[config.mk]
export PLATFORM = sky130hd
export DESIGN_NAME = mem_arbiter_flat
export DESIGN_NICKNAME = d
export VERILOG_FILES = /design/src/rtl/mem_arbiter_pkg.sv /design/src/rtl/mem_arbiter_if.sv /design/src/rtl/mem_arbiter_rr_picker.sv /design/src/rtl/mem_arbiter.sv /design/src/flat_wrapper.sv
export SDC_FILE = /design/constraint.sdc
export NUM_CORES = 1
export LEC_CHECK = 0
export CAP_MARGIN = 20
export CORE_ASPECT_RATIO = 0.7
export CORE_MARGIN = 4
export CORE_UTILIZATION = 40
export DETAILED_ROUTE_END_ITERATION = 6
export GPL_TIMING_DRIVEN = 0
export PLACE_DENSITY = 0.81
export SLEW_MARGIN = 20
export SYNTH_ARGS = -nofsm -noshare
export SYNTH_HDL_FRONTEND = slang
export SYNTH_SLANG_ARGS = --single-unit
[constraint.sdc]
create_clock -name clk -period 2.1 [get_ports clk]
set_clock_uncertainty 0.1 [all_clocks]
set_input_delay 0.42 -clock clk [delete_from_list [all_inputs] [get_ports clk]]
set_output_delay 0.42 -clock clk [all_outputs]
set_load 0.02 [all_outputs]
[src/rtl/mem_arbiter_pkg.sv]
// Shared types and defaults for the round-robin memory-port arbiter.
package mem_arb_pkg;

    localparam int DEF_ADDR_W      = 32;
    localparam int DEF_DATA_W      = 32;
    localparam int DEF_TIMEOUT_CYC = 1024;

    typedef enum logic [1:0] {
        IDLE  = 2'd0,
        ISSUE = 2'd1,
        WAIT  = 2'd2,
        RESP  = 2'd3
    } arb_state_t;

    // The watchdog counter only has to reach TIMEOUT_CYC-1.
    function automatic int cnt_width(input int timeout_cyc);
        return $clog2(timeout_cyc);
    endfunction

endpackage

[src/rtl/mem_arbiter_if.sv]
// Requester-side and memory-side bundle of the arbiter.
// Handshake: a requester holds req (with wr/addr/wdata stable) until its one-cycle req_done; mem_en is a one-cycle issue pulse and mem_done is the memory's one-cycle completion.
interface mem_arbiter_if #(
    parameter int NUM_REQ = 2,
    parameter int ADDR_W  = 32,
    parameter int DATA_W  = 32
);
    logic [NUM_REQ-1:0]        req;
    logic [NUM_REQ-1:0]        req_wr;
    logic [NUM_REQ*ADDR_W-1:0] req_addr;
    logic [NUM_REQ*DATA_W-1:0] req_wdata;
    logic [NUM_REQ-1:0]        req_done;
    logic [NUM_REQ-1:0]        req_err;
    logic [DATA_W-1:0]         req_rdata;
    logic                      busy;
    logic                      mem_en;
    logic                      mem_wr;
    logic [ADDR_W-1:0]         mem_addr;
    logic [DATA_W-1:0]         mem_data_in;
    logic [DATA_W-1:0]         mem_data_out;
    logic                      mem_stall;
    logic                      mem_done;

    modport master (
        input  req, req_wr, req_addr, req_wdata, mem_data_out, mem_stall, mem_done,
        output req_done, req_err, req_rdata, busy, mem_en, mem_wr, mem_addr, mem_data_in
    );

    modport slave (
        output req, req_wr, req_addr, req_wdata, mem_data_out, mem_stall, mem_done,
        input  req_done, req_err, req_rdata, busy, mem_en, mem_wr, mem_addr, mem_data_in
    );

endinterface

[src/rtl/mem_arbiter_rr_picker.sv]
// Rotate-priority encoder: first set request at or above the pointer, wrapping.
module rr_picker #(
    parameter int NUM_REQ = 2,
    parameter int IDX_W   = 1
) (
    input  logic [NUM_REQ-1:0] i_req,
    input  logic [IDX_W-1:0]   i_rr_ptr,
    output logic               o_any_req,
    output logic [IDX_W-1:0]   o_winner
);

    int w_idx;

    // Scan from farthest to nearest so the nearest set bit overwrites the rest.
    always_comb begin
        o_any_req = |i_req;
        o_winner  = '0;
        w_idx     = 0;
        for (int i = NUM_REQ - 1; i >= 0; i--) begin
            w_idx = (int'(i_rr_ptr) + i) % NUM_REQ;
            if (i_req[w_idx[IDX_W-1:0]]) o_winner = w_idx[IDX_W-1:0];
        end
    end

endmodule

[src/rtl/mem_arbiter.sv]
// Round-robin arbiter sharing one mem_system port among NUM_REQ requesters,
// one transaction at a time, with a watchdog that aborts a missing mem_done.
module mem_arbiter
    import mem_arb_pkg::*;
#(
    parameter int NUM_REQ     = 2,
    parameter int ADDR_W      = DEF_ADDR_W,
    parameter int DATA_W      = DEF_DATA_W,
    parameter int TIMEOUT_CYC = DEF_TIMEOUT_CYC
) (
    input  logic              clk,
    input  logic              rst_n,
    mem_arbiter_if.master     bus,
    output arb_state_t        o_dbg_state
);

    localparam int IDX_W = (NUM_REQ > 1) ? $clog2(NUM_REQ) : 1;
    localparam int CNT_W = cnt_width(TIMEOUT_CYC);
    localparam logic [CNT_W-1:0] CNT_LAST = CNT_W'(TIMEOUT_CYC - 1);
    localparam logic [IDX_W-1:0] IDX_LAST = IDX_W'(NUM_REQ - 1);

    arb_state_t          r_state, w_next_state;
    logic [IDX_W-1:0]    r_rr_ptr, r_gnt_idx;
    logic                r_mem_wr, r_err;
    logic [ADDR_W-1:0]   r_mem_addr;
    logic [DATA_W-1:0]   r_mem_wdata, r_rdata;
    logic [CNT_W-1:0]    r_cnt;

    logic                w_any_req;
    logic [IDX_W-1:0]    w_winner;
    logic                w_sel_wr;
    logic [ADDR_W-1:0]   w_sel_addr;
    logic [DATA_W-1:0]   w_sel_wdata;
    logic [NUM_REQ-1:0]  w_done;
    logic                w_unused_stall;

    // mem_stall is informational; sequencing relies on mem_done alone.
    assign w_unused_stall = bus.mem_stall;

    rr_picker #(.NUM_REQ(NUM_REQ), .IDX_W(IDX_W)) u_picker (
        .i_req     (bus.req),
        .i_rr_ptr  (r_rr_ptr),
        .o_any_req (w_any_req),
        .o_winner  (w_winner)
    );

    always_comb begin
        w_sel_wr    = 1'b0;
        w_sel_addr  = '0;
        w_sel_wdata = '0;
        for (int i = 0; i < NUM_REQ; i++) begin
            if (w_winner == IDX_W'(i)) begin
                w_sel_wr    = bus.req_wr[i];
                w_sel_addr  = bus.req_addr[i*ADDR_W +: ADDR_W];
                w_sel_wdata = bus.req_wdata[i*DATA_W +: DATA_W];
            end
        end
    end

    always_ff @(posedge clk or negedge rst_n) begin
        if (!rst_n) r_state <= IDLE;
        else        r_state <= w_next_state;
    end

    always_comb begin
        w_next_state = r_state;
        case (r_state)
            IDLE:    if (w_any_req) w_next_state = ISSUE;
            ISSUE:   w_next_state = bus.mem_done ? RESP : WAIT;
            WAIT:    if (bus.mem_done || (r_cnt == CNT_LAST)) w_next_state = RESP;
            RESP:    w_next_state = IDLE;
            default: w_next_state = IDLE;
        endcase
    end

    always_ff @(posedge clk or negedge rst_n) begin
        if (!rst_n) begin
            r_rr_ptr    <= '0;
            r_gnt_idx   <= '0;
            r_mem_wr    <= 1'b0;
            r_mem_addr  <= '0;
            r_mem_wdata <= '0;
            r_rdata     <= '0;
            r_err       <= 1'b0;
            r_cnt       <= '0;
        end else begin
            case (r_state)
                IDLE: begin
                    if (w_any_req) begin
                        r_gnt_idx   <= w_winner;
                        r_mem_wr    <= w_sel_wr;
                        r_mem_addr  <= w_sel_addr;
                        r_mem_wdata <= w_sel_wdata;
                    end
                end
                ISSUE: begin
                    r_cnt <= '0;
                    if (bus.mem_done) r_rdata <= bus.mem_data_out;
                end
                WAIT: begin
                    r_cnt <= r_cnt + CNT_W'(1);
                    if (bus.mem_done) begin
                        r_rdata <= bus.mem_data_out;
                    end else if (r_cnt == CNT_LAST) begin
                        r_err   <= 1'b1;
                        r_rdata <= '0;
                    end
                end
                RESP: begin
                    r_rr_ptr <= (r_gnt_idx == IDX_LAST) ? '0 : r_gnt_idx + IDX_W'(1);
                    r_err    <= 1'b0;
                    r_rdata  <= '0;
                end
                default: ;
            endcase
        end
    end

    always_comb begin
        w_done = '0;
        for (int i = 0; i < NUM_REQ; i++) begin
            w_done[i] = (r_state == RESP) && (r_gnt_idx == IDX_W'(i));
        end
    end

    assign bus.req_done    = w_done;
    assign bus.req_err     = w_done & {NUM_REQ{r_err}};
    assign bus.req_rdata   = r_rdata;
    assign bus.busy        = (r_state != IDLE);
    assign bus.mem_en      = (r_state == ISSUE);
    assign bus.mem_wr      = r_mem_wr;
    assign bus.mem_addr    = r_mem_addr;
    assign bus.mem_data_in = r_mem_wdata;
    assign o_dbg_state     = r_state;

endmodule

[src/flat_wrapper.sv]
// flat-port wrapper written by rule: the top's interface ports become plain ports
module mem_arbiter_flat import mem_arb_pkg::*;
#(
    parameter int NUM_REQ     = 2,
    parameter int ADDR_W      = DEF_ADDR_W,
    parameter int DATA_W      = DEF_DATA_W,
    parameter int TIMEOUT_CYC = DEF_TIMEOUT_CYC
)
  (clk, rst_n, o_dbg_state, bus_req, bus_req_wr, bus_req_addr, bus_req_wdata, bus_mem_data_out, bus_mem_stall, bus_mem_done, bus_req_done, bus_req_err, bus_req_rdata, bus_busy, bus_mem_en, bus_mem_wr, bus_mem_addr, bus_mem_data_in);
  mem_arbiter_if #(.NUM_REQ(NUM_REQ), .ADDR_W(ADDR_W), .DATA_W(DATA_W)) bus_i ();
  input  logic clk;
  input  logic rst_n;
  output arb_state_t o_dbg_state;
  input wire logic [$bits(bus_i.req)-1:0] bus_req;
  input wire logic [$bits(bus_i.req_wr)-1:0] bus_req_wr;
  input wire logic [$bits(bus_i.req_addr)-1:0] bus_req_addr;
  input wire logic [$bits(bus_i.req_wdata)-1:0] bus_req_wdata;
  input wire logic [$bits(bus_i.mem_data_out)-1:0] bus_mem_data_out;
  input wire logic [$bits(bus_i.mem_stall)-1:0] bus_mem_stall;
  input wire logic [$bits(bus_i.mem_done)-1:0] bus_mem_done;
  output wire logic [$bits(bus_i.req_done)-1:0] bus_req_done;
  output wire logic [$bits(bus_i.req_err)-1:0] bus_req_err;
  output wire logic [$bits(bus_i.req_rdata)-1:0] bus_req_rdata;
  output wire logic [$bits(bus_i.busy)-1:0] bus_busy;
  output wire logic [$bits(bus_i.mem_en)-1:0] bus_mem_en;
  output wire logic [$bits(bus_i.mem_wr)-1:0] bus_mem_wr;
  output wire logic [$bits(bus_i.mem_addr)-1:0] bus_mem_addr;
  output wire logic [$bits(bus_i.mem_data_in)-1:0] bus_mem_data_in;
  assign bus_i.req = bus_req;
  assign bus_i.req_wr = bus_req_wr;
  assign bus_i.req_addr = bus_req_addr;
  assign bus_i.req_wdata = bus_req_wdata;
  assign bus_i.mem_data_out = bus_mem_data_out;
  assign bus_i.mem_stall = bus_mem_stall;
  assign bus_i.mem_done = bus_mem_done;
  assign bus_req_done = bus_i.req_done;
  assign bus_req_err = bus_i.req_err;
  assign bus_req_rdata = bus_i.req_rdata;
  assign bus_busy = bus_i.busy;
  assign bus_mem_en = bus_i.mem_en;
  assign bus_mem_wr = bus_i.mem_wr;
  assign bus_mem_addr = bus_i.mem_addr;
  assign bus_mem_data_in = bus_i.mem_data_in;
  mem_arbiter #(.NUM_REQ(NUM_REQ), .ADDR_W(ADDR_W), .DATA_W(DATA_W), .TIMEOUT_CYC(TIMEOUT_CYC)) u_core (.clk(clk), .rst_n(rst_n), .bus(bus_i), .o_dbg_state(o_dbg_state));
endmodule
==> impl_metrics.py, run 1 <==
metrics = {
    "worst_setup_path": {
        "worstPathMaxFanout": 8,
        "end_kind": "output port",
        "critPathRequiredTime_ns": 1.58,
        "crit_path_start_kind": "flop",
        "critical_path_class": "reg2out",
        "crit_arrival_ns": 1.52,
    },
    "floorplanning": {
        "die_y_um": 104,
        "die_x_um": 145,
        "initial_core_util_pct": 41.7,
        "pin_count": 273,
        "dieArea_um2": 15100,
        "core_um2": 12600,
        "row_count": 34,
    },
    "detailed_routing": {
        "via_per_inst": 4.92,
        "drcViolationCount": 0,
        "drtAntennaViolNets": 0,
        "routedWlPerCell_um": 17.5,
        "wl_um": 16900,
        "vias": 4760,
        "first_pass_iters": 4,
        "drt_iter0_markers": 257,
    },
    "clock_tree": {
        "cts_buffers": 9,
        "h-tree-depth": 3,
        "clock_path_buffers": 2,
        "cts_tree": "done",
        "cts_root_buf": "clkbuf_16",
        "clk_pin_slew_ns": 0.07,
        "cts.sink_count": 112,
        "insertion_delay_ns": 0.34,
    },
    "sta": {
        "period_share_pct": 97.3,
        "maxSlewHeadroom_pct": 63.5,
        "worstMarginPinSlew_ns": 0.547,
        "min_period_ns": 2.04,
        "maxSlewViolCount": 0,
        "hold_viol": 0,
        "setup_violations": 0,
        "timing.fmax_mhz": 489,
        "rsz0062_at_grt": "true",
    },
    "yosys": {
        "synth_top_area_share_pct": 53.3,
        "syn-cell-area_um2": 5260,
        "synth_ff_type": "dfrtp_1",
        "syn_avg_cell_area_um2": 10.3,
        "synth_cell_types": 32,
        "ys_top_cells_by_area": "dfrtp_1 (53%), mux2i_1 (19%), nand2_1 (7.4%), o21ai_0 (4.1%), o21ai_1 (3.0%)",
        "synthCells": 513,
        "async_flop_share_pct": 100,
        "synth_edf_count": 0,
        "syn-num-nets": 686,
        "post-synth-top-area-cell": "dfrtp_1",
        "ys_seq_area_share_pct": 53.3,
        "ys_ff_latch": 112,
        "synth_warnings": 0,
    },
    "placement": {
        "place_congestion": 0.815,
        "buffer_ports.inserted": 271,
        "dpl.hpwl_um": 13700,
        "placed_cells": 947,
    },
    "global_routing": {
        "grt_pass1_vias": 5009,
        "grt_first_pass_wirelength_um": 26700,
        "grt_max_degree": 58,
        "grt_usage_pct": 21.9,
        "overflow": 0,
        "antenna_found_initial": 0,
    },
    "power_and_ir_drop": {
        "p_sw_mw": 4.95,
        "peakVddDrop_uv": 526,
        "p_leak_nw": 4.00,
        "cellPowerDensity_nw_per_um2": 1400,
        "p_sw_share_pct": 41.1,
        "intPower_mw": 7.09,
        "clkPwrFrac_pct": 13.2,
        "seqPwrFrac_pct": 30.7,
        "p_total_mw": 12.0,
        "pwr-share-comb_pct": 56.1,
    },
    "hold_path": {
        "hp-class": "reg2reg",
    },
    "layout": {
        "fin_nets": 974,
        "final-instance-count-excl-fill": 968,
        "antennaDiodeCount": 0,
        "drive_gt1_share_pct": 7.32,
        "fill_cells": 963,
        "final_common_cell": "clkdlybuf4s50_1",
        "area_delta_synth_final_pct": 63.0,
        "final_cell_mix": "clkdlybuf4s50_1 (264), dfrtp_1 (110), nand2_1 (104), mux2i_1 (99), o21ai_0 (43)",
    },
    "status": {
        "status": "completed",
    },
    "run": {
        "cap_viol_max_count": 0,
    },
}
-- worst max-delay path: stages (launching register included) --
cell	delay, ns
dfrtp_2	0.43
ha_4	0.19
and2_1	0.19
dlygate4sd2_1	0.37
-- cell families (layout without fill, tap and decap cells) --
| group | count (synthesis) | in the layout | synth area share (%) |
|---|---|---|---|
| adder cells (fa/ha/maj) | 5 | 5 | 1.19 |
| AO/OA/AOI/OAI | 90 | 90 | 9.82 |
| AND/OR/NAND/NOR | 131 | 131 | 10.2 |
| XOR/XNOR | 2 | 2 | 0.333 |
| flip-flops | 112 | 112 | 53.3 |
| buffers and inverters | 72 | 365 | 5.94 |
| multiplexers | 101 | 101 | 19.2 |
-- synth_stat cells (4+ instances only) --
library cell / instances
dfrtp_1: 112
nand2_1: 104
mux2i_1: 101
o21ai_0: 43
inv_1: 42
o21ai_1: 32
clkbuf_1: 17
nor2_1: 8
ha_1: 5
nand4_1: 5
a21oi_1: 4
buf_2: 4
buf_4: 4
nand3_1: 4
-- stage by stage --
stage          TNS, ns  instance area [um2]  worst slack (ns)  hold WS, ns  utilization (%)
6_report             0                 8580            0.0563        0.382             67.9
5_1_grt        -0.0116                 8580          -0.00630        0.400             67.9
4_1_cts              0                 8520           0.00683        0.386             67.4
3_5_place_dp    -30.44                 8210            -0.487        0.324             65.0
3_3_place_gp   -433.04                 8180             -3.65        0.360             64.7
2_1_floorplan        0                 5260            0.0771       0.0244                -
-- sequential cells by signal (all words and copies together), names as in the netlist --
signal,cells
u_core.r_rr_ptr,1
u_core.bus.req_rdata,32
u_core.r_gnt_idx,1
u_core.r_err,1
u_core.bus.mem_data_in,32
u_core.o_dbg_state,2
u_core.r_cnt,10
u_core.bus.mem_addr,32
u_core.bus.mem_wr,1
-- layer usage --
| layer | vias to the layer above | share of wire (%) | global-route usage [%] |
|---|---|---|---|
| li1 | 2295 | - | - |
| met1 | 2243 | 40 | 25.8 |
| met2 | 191 | 50 | 38.2 |
| met3 | 31 | 8.2 | 6.88 |
| met4 | 0 | 2.5 | 7.05 |
| met5 | - | 0 | 0 |
-- repair_timing --
action                     4_1_cts  5_1_grt
hold buffers                     1        0
buffers inserted                 0        5
hold endpoints to repair        55        0
setup endpoints to repair      102       68
pin swaps                        0        3
resized for setup               28       15
-- area by class of cell --
class	count	area, um2	area share [%]
clock buffers	10	229	2.67
multi-input cells	329	2180	25.4
inverters	42	158	1.84
plain buffers	29	183	2.13
repair buffers	278	2770	32.3
flip-flops and latches	112	2810	32.7
well taps	162	203	2.36
clock inverters	6	43.8	0.511
-- path summary, 6_finish.rpt --
path,startpoint,endpoint,slack [ns],cells past startpoint
setup / recovery,u_core.o_dbg_state[0],bus_req_done[1],0.06,3
hold / removal,u_core.bus.mem_addr[31],u_core.bus.mem_addr[31],0.38,2
setup reg to reg,u_core.o_dbg_state[0],u_core.bus.req_rdata[3],0.13,7
hold reg to reg,u_core.bus.mem_addr[31],u_core.bus.mem_addr[31],0.38,2
max in group asynchronous,rst_n,u_core.bus.req_rdata[15],0.75,3
min in group asynchronous,rst_n,u_core.bus.mem_data_in[23],0.49,2
-- power by group through the flow --
stage	registers, mW	clock network [mW]	logic (mW)
3_3_place_gp	3.65	0	6.42
3_5_place_dp	3.71	0	6.63
4_1_cts	3.69	1.63	6.67
6_report	3.69	1.59	6.75
2_1_floorplan	4.75	0	2.47
5_1_grt	3.82	1.72	7.27
Power figures use the tool's default switching activity.
==> run 2, diff against run 1 <==
GPL_TIMING_DRIVEN = default   (was 0)
==> impl_metrics.py, run 2 (synthesized netlist as in run 1, its figures left out) <==
metrics = {
    "status": {
        "status": "completed",
    },
    "placement": {
        "buffer_ports.inserted": 271,
        "dpl.hpwl_um": 12800,
        "place_congestion": 0.821,
        "post-place-ws_ns": -0.107,
        "place_area_um2": 8280,
    },
    "detailed_routing": {
        "drcViolationCount": 0,
        "vias": 4626,
        "wl_um": 16000,
        "routedWlPerCell_um": 16.9,
        "first_pass_iters": 4,
        "drtAntennaViolNets": 0,
        "drt_iter0_markers": 209,
        "via_per_inst": 4.86,
    },
    "clock_tree": {
        "clock_path_buffers": 2,
        "cts_setup_buffers": 0,
        "cts.sink_count": 112,
        "insertion_delay_ns": 0.34,
        "cts_root_buf": "clkbuf_16",
        "h-tree-depth": 3,
        "clk_pin_slew_ns": 0.08,
        "cts_tree": "done",
        "cts_buffers": 9,
    },
    "layout": {
        "final_area_um2": 8570,
        "fin_nets": 957,
        "drive_gt1_share_pct": 5.70,
        "area_delta_synth_final_pct": 62.9,
        "final_common_cell": "clkdlybuf4s50_1",
        "final_cell_mix": "clkdlybuf4s50_1 (264), dfrtp_1 (112), nand2_1 (104), mux2i_1 (100), o21ai_0 (43)",
    },
    "floorplanning": {
        "initial_core_util_pct": 41.7,
        "dieArea_um2": 15100,
        "pin_count": 273,
        "core_um2": 12600,
        "row_count": 34,
        "die_y_um": 104,
        "die_x_um": 145,
    },
    "power_and_ir_drop": {
        "p_total_mw": 12.0,
        "peakVddDrop_uv": 647,
        "p_leak_nw": 3.98,
        "cellPowerDensity_nw_per_um2": 1400,
    },
    "worst_setup_path": {
        "crit_path_max_incr_delay_ns": 0.39,
        "critPathRequiredTime_ns": 1.58,
        "critical_path_class": "reg2out",
        "crit_path_start_kind": "flop",
        "crit_arrival_ns": 1.48,
        "worstPathMaxFanout": 4,
        "cp_slowest_cell": "dfrtp_1",
        "end_kind": "output port",
        "critical_path.cell_chain": "buf_4, inv_1, ha_1, clkdlybuf4s15_1",
    },
    "sta": {
        "timing.fmax_mhz": 500,
        "rsz0062_at_grt": "false",
        "maxSlewViolCount": 0,
        "setup_violations": 0,
        "maxSlewHeadroom_pct": 72.0,
        "hold_viol": 0,
        "min_period_ns": 2.00,
        "worstMarginPinSlew_ns": 0.419,
        "period_share_pct": 95.2,
        "worst_slack_ns": 0.101,
        "timing.hold.ws_ns": 0.387,
    },
    "run": {
        "cap_viol_max_count": 0,
    },
    "global_routing": {
        "grt_first_pass_wirelength_um": 25300,
        "overflow": 0,
        "grt_pass1_vias": 4779,
        "grt_usage_pct": 20.7,
        "grt_max_degree": 58,
        "antenna_found_initial": 1,
    },
    "hold_path": {
        "hp-class": "reg2reg",
    },
}
## run 2: changes by cell type in the layout (fill, tap and decap cells not counted), sizes merged
cell,before,now
clkbuf,26,15
buf,22,19
dlygate4sd2,4,1
clkinv,4,2
inv,43,45
clkdlybuf4s15,0,1
clkinvlp,1,0
diode,0,1
## run 2: final cells by class
cell class	instances	area (um2)
Inverter	42	158
Timing Repair Buffer	290	2930
Clock buffer	11	253
Clock inverter	5	46.3
Fill cell	956	4060
Tap cell	162	203
Multi-Input combinational cell	329	2170
Antenna cell	1	2.50
Sequential cell	112	2800
## run 2: layer usage
metal / part of all wire [%] / routed length [um] / global-route usage [%] / up-vias
met3: 7.0 / 1120 / 6.23 / 22
met4: 1.7 / 272 / 5.69 / 0
met1: 40 / 6410 / 24.0 / 2167
met2: 51 / 8250 / 37.3 / 172
li1: - / - / - / 2265
met5: 0 / 0 / 0 / -
## run 2: per-stage QoR
step,utilization [%],std cells,setup TNS [ns]
floorplan,-,513,0
global placement,65.5,934,-0.796
detailed placement,65.5,934,-1.39
CTS,68.0,951,0
global route,67.8,952,0
finish,67.8,952,0
## run 2: final timing paths
path	from	to	slack [ns]	cells past startpoint
max in group asynchronous	rst_n	u_core.bus.req_rdata[15]	0.85	3
min	u_core.bus.mem_addr[0]	u_core.bus.mem_addr[0]	0.39	2
min reg2reg	u_core.bus.mem_addr[0]	u_core.bus.mem_addr[0]	0.39	2
max	u_core.o_dbg_state[1]	bus_mem_en	0.10	4
min in group asynchronous	rst_n	u_core.bus.mem_data_in[24]	0.46	2
max reg2reg	u_core.r_cnt[0]	u_core.bus.req_rdata[2]	0.11	6
## run 2: worst max-delay path: cells and delay by family (launching register included)
kind	cells	cell delay, ns
buffers and inverters	3	0.57
flip-flops	1	0.39
adder cells (fa/ha/maj)	1	0.20
## run 2: where the power goes
part / leakage [nW] / switching (mW) / internal (mW)
Combinational: 2.43 / 3.53 / 3.10
Clock: 0.149 / 0.805 / 0.893
Sequential: 1.41 / 0.522 / 3.13
Total: 3.98 / 4.85 / 7.12
## run 2: timing repair
action,CTS,global route
endpoints found under the hold margin,27,0
hold buffers,1,0
endpoints found under the setup margin,6,5
gates cloned,0,0
gates resized for setup,8,7
